===== src/rtl/lcd_region_sched.sv =====
// Command/region sequencer and arbiter feeding one byte-wide SPI LCD stream (ST7789-class).
// Optional build macro LCD_SCHED_TESTPAT_EN replaces the pixel port with an internal colour bar.
module lcd_region_sched #(
    parameter int H_DISP = 135,
    parameter int V_DISP = 240,
    parameter int X_OFS  = 40,
    parameter int Y_OFS  = 53
) (
    input  logic        clk,
    input  logic        rst,
    input  logic        init_done,
    input  logic        cmd_valid,
    output logic        cmd_ready,
    input  logic [8:0]  cmd_byte,
    input  logic        req_valid,
    output logic        req_ready,
    input  logic [11:0] req_x0,
    input  logic [11:0] req_x1,
    input  logic [11:0] req_y0,
    input  logic [11:0] req_y1,
    input  logic        pix_valid,
    output logic        pix_ready,
    input  logic [15:0] pix_data,
    output logic [11:0] pix_hpos,
    output logic [11:0] pix_vpos,
    output logic        spi_valid,
    input  logic        spi_ready,
    output logic [7:0]  spi_byte,
    output logic        spi_dc,
    output logic        spi_last,
    output logic        busy,
    output logic        frame_done,
    output logic        req_err
);
    typedef enum logic [2:0] {IDLE, CMD, CASET, RASET, RAMWR, PIX_HI, PIX_LO, DONE} state_t;

    localparam logic [11:0] X_MAX   = 12'(H_DISP - 1);
    localparam logic [11:0] Y_MAX   = 12'(V_DISP - 1);
    localparam logic [15:0] X_OFS16 = 16'(X_OFS);
    localparam logic [15:0] Y_OFS16 = 16'(Y_OFS);

    function automatic logic [11:0] clamp_hi(input logic [11:0] v, input logic [11:0] lim);
        return (v > lim) ? lim : v;
    endfunction

    function automatic logic [15:0] add_ofs(input logic [11:0] v, input logic [15:0] ofs);
        return {4'd0, v} + ofs;
    endfunction

    function automatic logic [7:0] window_byte(input logic [2:0] i, input logic [7:0] opcode,
                                               input logic [15:0] lo, input logic [15:0] hi);
        logic [7:0] b;
        case (i)
            3'd0:    b = opcode;
            3'd1:    b = lo[15:8];
            3'd2:    b = lo[7:0];
            3'd3:    b = hi[15:8];
            default: b = hi[7:0];
        endcase
        return b;
    endfunction

`ifdef LCD_SCHED_TESTPAT_EN
    function automatic logic [15:0] bar_colour(input logic [11:0] row);
        logic [15:0] c;
        if (row < 12'(V_DISP / 3))          c = 16'hF800;
        else if (row < 12'(2 * V_DISP / 3)) c = 16'h07E0;
        else                                c = 16'h001F;
        return c;
    endfunction
`endif

    state_t      state, state_n;
    logic [2:0]  idx, idx_n;
    logic        last_grant, last_grant_n;    // 1 = region was granted last
    logic [11:0] x0_q, x1_q, y0_q, y1_q;
    logic [11:0] x0_n, x1_n, y0_n, y1_n;
    logic [15:0] pix_lat, pix_lat_n;
    logic [11:0] hpos_n, vpos_n;
    logic        spi_valid_n, spi_dc_n, spi_last_n;
    logic [7:0]  spi_byte_n;
    logic        cmd_ready_n, req_ready_n, frame_done_n, req_err_n;

    logic        slot_free;
    logic        pix_take;
    logic [15:0] pix_src;
    logic [11:0] x1_clamp, y1_clamp;
    logic        region_ok;
    logic        last_pixel;

    assign slot_free  = !spi_valid || spi_ready;
    assign x1_clamp   = clamp_hi(req_x1, X_MAX);
    assign y1_clamp   = clamp_hi(req_y1, Y_MAX);
    assign region_ok  = (req_x0 <= x1_clamp) && (req_y0 <= y1_clamp);
    assign last_pixel = (pix_hpos == x1_q) && (pix_vpos == y1_q);
    assign busy       = (state != IDLE);

`ifdef LCD_SCHED_TESTPAT_EN
    assign pix_ready = 1'b0;
    assign pix_take  = (state == PIX_HI) && slot_free;
    assign pix_src   = bar_colour(pix_vpos);
`else
    assign pix_ready = (state == PIX_HI) && slot_free && pix_valid;
    assign pix_take  = pix_ready;
    assign pix_src   = pix_data;
`endif

    always_comb begin
        state_n      = state;
        idx_n        = idx;
        last_grant_n = last_grant;
        x0_n         = x0_q;
        x1_n         = x1_q;
        y0_n         = y0_q;
        y1_n         = y1_q;
        pix_lat_n    = pix_lat;
        hpos_n       = pix_hpos;
        vpos_n       = pix_vpos;
        spi_valid_n  = spi_valid && !spi_ready;
        spi_byte_n   = spi_byte;
        spi_dc_n     = spi_dc;
        spi_last_n   = spi_last;
        cmd_ready_n  = 1'b0;
        req_ready_n  = 1'b0;
        frame_done_n = 1'b0;
        req_err_n    = 1'b0;

        case (state)
            IDLE: begin
                // Granting only with an empty slot lets the granted state load its first byte at once.
                if (init_done && !spi_valid) begin
                    if (cmd_valid && (!req_valid || last_grant)) begin
                        cmd_ready_n  = 1'b1;
                        last_grant_n = 1'b0;
                        state_n      = CMD;
                    end else if (req_valid) begin
                        req_ready_n  = 1'b1;
                        last_grant_n = 1'b1;
                        idx_n        = 3'd0;
                        state_n      = CASET;
                    end
                end
            end
            CMD: begin
                spi_valid_n = 1'b1;
                spi_byte_n  = cmd_byte[7:0];
                spi_dc_n    = cmd_byte[8];
                spi_last_n  = 1'b1;
                state_n     = IDLE;
            end
            CASET: begin
                if (req_ready) begin
                    if (!region_ok) begin
                        req_err_n = 1'b1;
                        state_n   = IDLE;
                    end else begin
                        x0_n        = req_x0;
                        x1_n        = x1_clamp;
                        y0_n        = req_y0;
                        y1_n        = y1_clamp;
                        spi_valid_n = 1'b1;
                        spi_byte_n  = 8'h2A;
                        spi_dc_n    = 1'b0;
                        spi_last_n  = 1'b0;
                        idx_n       = 3'd1;
                    end
                end else if (slot_free) begin
                    spi_valid_n = 1'b1;
                    spi_byte_n  = window_byte(idx, 8'h2A, add_ofs(x0_q, X_OFS16), add_ofs(x1_q, X_OFS16));
                    spi_dc_n    = 1'b1;
                    spi_last_n  = (idx == 3'd4);
                    if (idx == 3'd4) begin
                        idx_n   = 3'd0;
                        state_n = RASET;
                    end else begin
                        idx_n = idx + 3'd1;
                    end
                end
            end
            RASET: begin
                if (slot_free) begin
                    spi_valid_n = 1'b1;
                    spi_byte_n  = window_byte(idx, 8'h2B, add_ofs(y0_q, Y_OFS16), add_ofs(y1_q, Y_OFS16));
                    spi_dc_n    = (idx != 3'd0);
                    spi_last_n  = (idx == 3'd4);
                    if (idx == 3'd4) begin
                        idx_n   = 3'd0;
                        state_n = RAMWR;
                    end else begin
                        idx_n = idx + 3'd1;
                    end
                end
            end
            RAMWR: begin
                if (slot_free) begin
                    spi_valid_n = 1'b1;
                    spi_byte_n  = 8'h2C;
                    spi_dc_n    = 1'b0;
                    spi_last_n  = 1'b0;
                    hpos_n      = x0_q;
                    vpos_n      = y0_q;
                    state_n     = PIX_HI;
                end
            end
            PIX_HI: begin
                // Underflow simply holds here; no filler bytes are ever generated.
                if (pix_take) begin
                    pix_lat_n   = pix_src;
                    spi_valid_n = 1'b1;
                    spi_byte_n  = pix_src[15:8];
                    spi_dc_n    = 1'b1;
                    spi_last_n  = 1'b0;
                    state_n     = PIX_LO;
                end
            end
            PIX_LO: begin
                if (slot_free) begin
                    spi_valid_n = 1'b1;
                    spi_byte_n  = pix_lat[7:0];
                    spi_dc_n    = 1'b1;
                    spi_last_n  = last_pixel;
                    if (last_pixel) begin
                        state_n = DONE;
                    end else begin
                        state_n = PIX_HI;
                        if (pix_hpos == x1_q) begin
                            hpos_n = x0_q;
                            vpos_n = pix_vpos + 12'd1;
                        end else begin
                            hpos_n = pix_hpos + 12'd1;
                        end
                    end
                end
            end
            DONE: begin
                if (slot_free) begin
                    frame_done_n = 1'b1;
                    state_n      = IDLE;
                end
            end
            default: state_n = IDLE;
        endcase
    end

    always_ff @(posedge clk) begin
        if (rst) begin
            state      <= IDLE;
            idx        <= 3'd0;
            last_grant <= 1'b1;
            x0_q       <= 12'd0;
            x1_q       <= 12'd0;
            y0_q       <= 12'd0;
            y1_q       <= 12'd0;
            pix_lat    <= 16'd0;
            pix_hpos   <= 12'd0;
            pix_vpos   <= 12'd0;
            spi_valid  <= 1'b0;
            spi_byte   <= 8'h00;
            spi_dc     <= 1'b1;
            spi_last   <= 1'b0;
            cmd_ready  <= 1'b0;
            req_ready  <= 1'b0;
            frame_done <= 1'b0;
            req_err    <= 1'b0;
        end else begin
            state      <= state_n;
            idx        <= idx_n;
            last_grant <= last_grant_n;
            x0_q       <= x0_n;
            x1_q       <= x1_n;
            y0_q       <= y0_n;
            y1_q       <= y1_n;
            pix_lat    <= pix_lat_n;
            pix_hpos   <= hpos_n;
            pix_vpos   <= vpos_n;
            spi_valid  <= spi_valid_n;
            spi_byte   <= spi_byte_n;
            spi_dc     <= spi_dc_n;
            spi_last   <= spi_last_n;
            cmd_ready  <= cmd_ready_n;
            req_ready  <= req_ready_n;
            frame_done <= frame_done_n;
            req_err    <= req_err_n;
        end
    end
endmodule


===== config.mk =====
export PLATFORM = sky130hd
export DESIGN_NAME = lcd_region_sched
export DESIGN_NICKNAME = d
export VERILOG_FILES = /design/src/rtl/lcd_region_sched.sv
export SDC_FILE = /design/constraint.sdc
export NUM_CORES = 1
export LEC_CHECK = 0
export BUFFER_PORTS_ARGS = -buffer_cell sky130_fd_sc_hd__clkbuf_2
export CORE_UTILIZATION = 60
export DETAILED_ROUTE_END_ITERATION = 7
export PLACE_DENSITY_LB_ADDON = 0.25
export SYNTH_ARGS = -nofsm -noshare
export SYNTH_HDL_FRONTEND = slang
export SYNTH_SLANG_ARGS = --single-unit

===== constraint.sdc =====
create_clock -name clk -period 6.48 [get_ports clk]
set_input_delay 0.972 -clock clk [delete_from_list [all_inputs] [get_ports clk]]
set_output_delay 0.972 -clock clk [all_outputs]
set_load 0.005 [all_outputs]

---- Word level (Yosys, flattened, before mapping) ----
Index checks and enable logic that the tools add are counted.
cells by class
  $add $sub $neg .......................... 7
  $lt $le $gt $ge ......................... 4
  eq/ne operators ......................... 29
  mux-type cells .......................... 68
  bitwise logic cells ..................... 5
  reduce and logical (&&, ||, !) cells .... 35
operator list
  cell                                                                    count
  12-bit two-way mux                                                      10
  8-bit one-hot mux with 4 select lines                                   2
  3-bit two-way mux                                                       20
  8-bit two-way mux                                                       7
  12-bit by 6-bit adder with 13-bit output (second input constant)        4
  12-bit one-hot mux with 2 select lines                                  2
  8-bit one-hot mux with 6 select lines                                   1
  12-bit by 1-bit adder with 12-bit output (second input constant)        2
  12-bit equality test                                                    2
  12-bit by 8-bit > comparator with 1-bit output (second input constant)  2
  12-bit <= comparator                                                    2
  3-bit one-hot mux with 8 select lines                                   1
  2-bit != test (second input constant)                                   11
  1-bit two-way mux                                                       20
  5-bit AND reduction                                                     4
  3-bit equality test (second input constant)                             5
  3-bit != test (second input constant)                                   5
  3-bit by 2-bit equality test with 1-bit output (second input constant)  4
  1-bit one-hot mux with 6 select lines                                   2
  11-bit AND reduction                                                    1
  3-bit one-hot mux with 3 select lines                                   1
  3-bit nonzero test                                                      3
  3-bit OR reduction                                                      3
  1-bit logical AND                                                       7
  other kinds (16)                                                        27
word-level totals
  register bits ........................... 102
  bits of input ports ..................... 80
  output and inout bits ................... 41
  word-level logic and storage cells ...... 166

---- Logic depth before layout (Yosys ltp) ----
  depth in word-level cells ............... 7
  gate-level depth with buffers ........... 14

---- Least setup slack after synthesis ----
No wires, ideal clock.
  path type ............................... input-to-reg
  start ................................... in req_y1[11]
  end ..................................... reg y0_q[10]
  arrival ................................. 3.756 ns
  setup slack ............................. 2.596 ns
  stages .................................. 13
  path through ............................ or4_1 > a41o_1 > nor2_1 > ha_1 > nor2b_1 > o21ai_1 > a21boi_1 > a2111o_1 > a211oi_2 > buf_4 > buf_6 > mux2i_1 > nor2_1
on the way
  word-level cells in the longest chain between the ends .. 5
ends and longest elaborated chain
  what                                            RTL line  RTL
  from (decl)                                     20        input logic [11:0] req_y1,
  12-bit by 8-bit > comparator with 1-bit output  43        return (v > lim) ? lim : v;
  12-bit two-way mux (*)                          43
  12-bit <= comparator (*)                        94        assign region_ok = (req_x0 <= x1_clamp) && (req_y0 <= y1_clamp);
  1-bit logical AND (*)                           94
  3-bit AND reduction (no line) (*)               n/a
  to (signal assigned)                            271       y0_q <= y0_n;
  to (decl)                                       76        logic [11:0] x0_q, x1_q, y0_q, y1_q;
Mark *: on every way between the ends. The rest lies on a longest branch, timed or not.
A chain may end at the register's enable or synchronous reset.

---- Worst setup path after layout ----
  start ................................... in req_x1[8]
  end ..................................... reg spi_byte[4]
on the way
  word-level cells in the longest chain between the ends .. 6
ends and longest elaborated chain
  what                                            RTL line  RTL
  from (decl)                                     18        input logic [11:0] req_x1,
  12-bit by 8-bit > comparator with 1-bit output  43
  12-bit two-way mux (*)                          43
  12-bit <= comparator (*)                        94
  1-bit logical AND (*)                           94
  3-bit != test (no line) (*)                     n/a
  7-bit AND reduction (no line) (*)               n/a
  to (signal assigned)                            277       spi_byte <= spi_byte_n;
  to (decl)                                       28        output logic [7:0] spi_byte,
Marked as above.

==> run metrics <==
status completed; layout cell share with drive strength beyond 1 roughly 16%; number of max-cap violations 0; Core ar. 10980 µm²; EDFF count, synth 0; total power roughly 1.8 mW; via count 7111; hpwl dp around 14000 µm; Data required, critical path 6.74 ns; Die Wd about 110 µm; CP cell instances clkbuf_2 > or4_1 > a21oi_1 > nand2_1 > ha_1 > a21oi_1 > o21ai_0 > a221oi_1 > a211oi_1 > a31oi_1 > nand2_1 > a31o_2; dpl cells 1099; Clock Power Share 29.0%; period utilization 69.66%; Crit path max-delay family compound AO/OA/AOI/OAI gates; post-layout min period roughly 4.5 ns; fin nets around 1100; Sw Share 36.11%; element type at the critical path end flop; Gate power share a little under a third; worst slew pin tran ~1.3 ns; row cnt 38; top cells by count, synth 102 x dfxtp_1, 92 x nand2_1, 87 x nor2_1; Total Wirelength between 15000 and 20000 µm; IO buf count 120; Clock Skew 0.01054 ns; Layout Area Growth over Synthesis 13.24%; top-count cell post-synth dfxtp_1; clk root buf clkbuf_16; total congestion overflow 0; clock tree buffer depth 2; synthesis-stage register bit count 102; Initial Util between 60% and 70%; drt wl/cell between 15 and 20 µm; initial antenna violation count 0; Routed Antenna Nets 0; worst path bufs/invs 1; Setup TNS 0 ns; Die ar. 11840 µm²; DRC Markers 0; Cells after Synth roughly 880; Layout Cells excl Fill between 1000 and 1500; gp weighted congestion 0.9885; total CTS buffers 9; largest net degree at the start of global routing 85; max incr delay on CP between 0.9 and 1 ns; clock slew at reported path FFs around 0.070 ns; post-CTS sizing 0; Seq/Total Area, Yosys a little under 30%; Final setup viols 0; # diodes 0; asr flop ratio synth 0%; NetSw around 0.65 mW; Top FF cell, synth dfxtp_1; CTS Hold Bufs 0; crit path DAT 4.77 ns; drt initial violations 711; Worst-Skew Late Latency between 0.3 and 0.4 ns; Fin. Hold Viols 0; post-CTS setup buffer count 0; area leader, netlist dfxtp_1; Fillers roughly 900; Mapped Area 6843 µm²; Slew Limit Fails 0; clk sinks between 100 and 150; cell at the slowest stage of the critical path a31oi_1; main area contributors after synthesis dfxtp_1 30%, ha_1 6.4%, a21oi_1 5.0%; die height 108.8 µm; unrepaired setup endpoints after global routing no; num ports around 120; Hold Crit Class flop to flop; P_leak about 3.2 nW; Max Fanout on Critical Path 13; Slew HR between 10% and 20%; Netlist cell types 71; GRT Overall Usage between 30% and 40%; first drt pass iteration count 5; Syn Area/Cell roughly 8 µm²; Yosys Warn Count 0; vias in the first global route 6201; first-pass GRT wire length between 30000 and 40000 µm; achievable frequency ~220 MHz; share of power burned in registers 40.2%; Max IR drop VDD a little over 0.0003 V; startpoint type of the worst setup path input pin; H-tree Lvls 3; critical path class input pin to flop; vias per std cell about 6.4; CTS tree done; Util after Layout about 71%; Int Pwr roughly 1.2 mW; Power Density 233.0 nW/µm²; Synth top area share between 20 and 30%
## worst register-to-register path, cell delays in order (launching register included)
cell,delay [ns]
dfxtp_1,0.81
nand2b_1,0.37
nor2_1,0.13
nand2_1,0.25
a211oi_1,0.11
a31oi_1,0.93
nand2_1,0.30
a31o_2,0.33
## layout make-up
type                       instances  area, µm²  share of cell area, %
sequential                       102       2042                  26.35
clock buffer                       9      225.2                  2.907
multi-input combinational        712       4533                  58.50
tap                              140      175.2                  2.261
timing repair buffer             127      653.1                  8.429
clock inverter                     7      52.55                 0.6782
inverter                          18      67.56                 0.8720
## layout by cell type, fill, tap and decap left out, types with 16 or more instances in the layout
master | netlist | final
nor3_1 | 18 | 18
xor2_1 | 39 | 39
nor2_1 | 87 | 87
a21oi_1 | 69 | 69
nand2_1 | 92 | 92
clkbuf_2 | 0 | 120
a211oi_1 | 26 | 26
xnor2_1 | 16 | 16
dfxtp_1 | 102 | 102
inv_1 | 17 | 17
o21ai_0 | 54 | 54
nand3_1 | 34 | 34
mux2i_1 | 32 | 32
ha_1 | 35 | 35
## path summary, 6_finish.rpt
path	end	cells after the start	slack [ns]	startpoint
setup / recovery	spi_byte[4]	12	1.97	req_x1[8]
hold / removal	pix_lat[2]	2	0.45	pix_lat[2]
setup reg to reg	spi_byte[4]	7	3.16	state[0]
hold reg to reg	pix_lat[2]	2	0.45	pix_lat[2]
## power by group through the flow
| stage | registers [mW] | logic (mW) | clock network, mW |
|---|---|---|---|
| 3_3_place_gp | 0.739 | 0.532 | 0 |
| 2_1_floorplan | 0.722 | 0.374 | 0 |
| 5_1_grt | 0.732 | 0.614 | 0.554 |
| 3_5_place_dp | 0.739 | 0.541 | 0 |
| 6_report | 0.726 | 0.556 | 0.523 |
| 4_1_cts | 0.724 | 0.544 | 0.529 |
## kinds of logic after synthesis
kind of cell	count (synthesis)	share of synthesized area [%]
XOR/XNOR	55	7.040
AND/OR/NAND/NOR	328	22.91
multiplexers	36	5.339
AO/OA/AOI/OAI	250	24.01
buffers and inverters	71	4.407
adder cells (fa/ha/maj)	35	6.400
flip-flops	102	29.84
other	1	0.05480
## registers in the layout, indices dropped and copies added (netlist names)
register    cells
spi_last        1
spi_dc          1
pix_vpos       12
pix_lat         8
state           3
x1_q           12
spi_byte        8
pix_hpos       12
idx             3
cmd_ready       1
y0_q           12
last_grant      1
y1_q           12
req_err         1
frame_done      1
req_ready       1
x0_q           12
spi_valid       1
## layer usage
layer | vias up | track usage, % | share of wire [%]
li1 | 3402 | - | -
met1 | 3309 | 47.03 | 45
met2 | 362 | 52.08 | 44
met3 | 38 | 6.396 | 8.4
met4 | 0 | 11.97 | 2.7
met5 | - | 0 | 0
## through the flow
step	setup slack (ns)	instance area [µm²]	hold WS, ns
6_report	1.966	7749	0.4544
5_1_grt	1.660	7749	0.4741
4_1_cts	2.082	7749	0.4549
3_5_place_dp	1.705	7471	0.4458
3_3_place_gp	1.832	7471	0.4446
2_1_floorplan	2.596	6869	0.4328
Power figures use the tool's default switching activity.
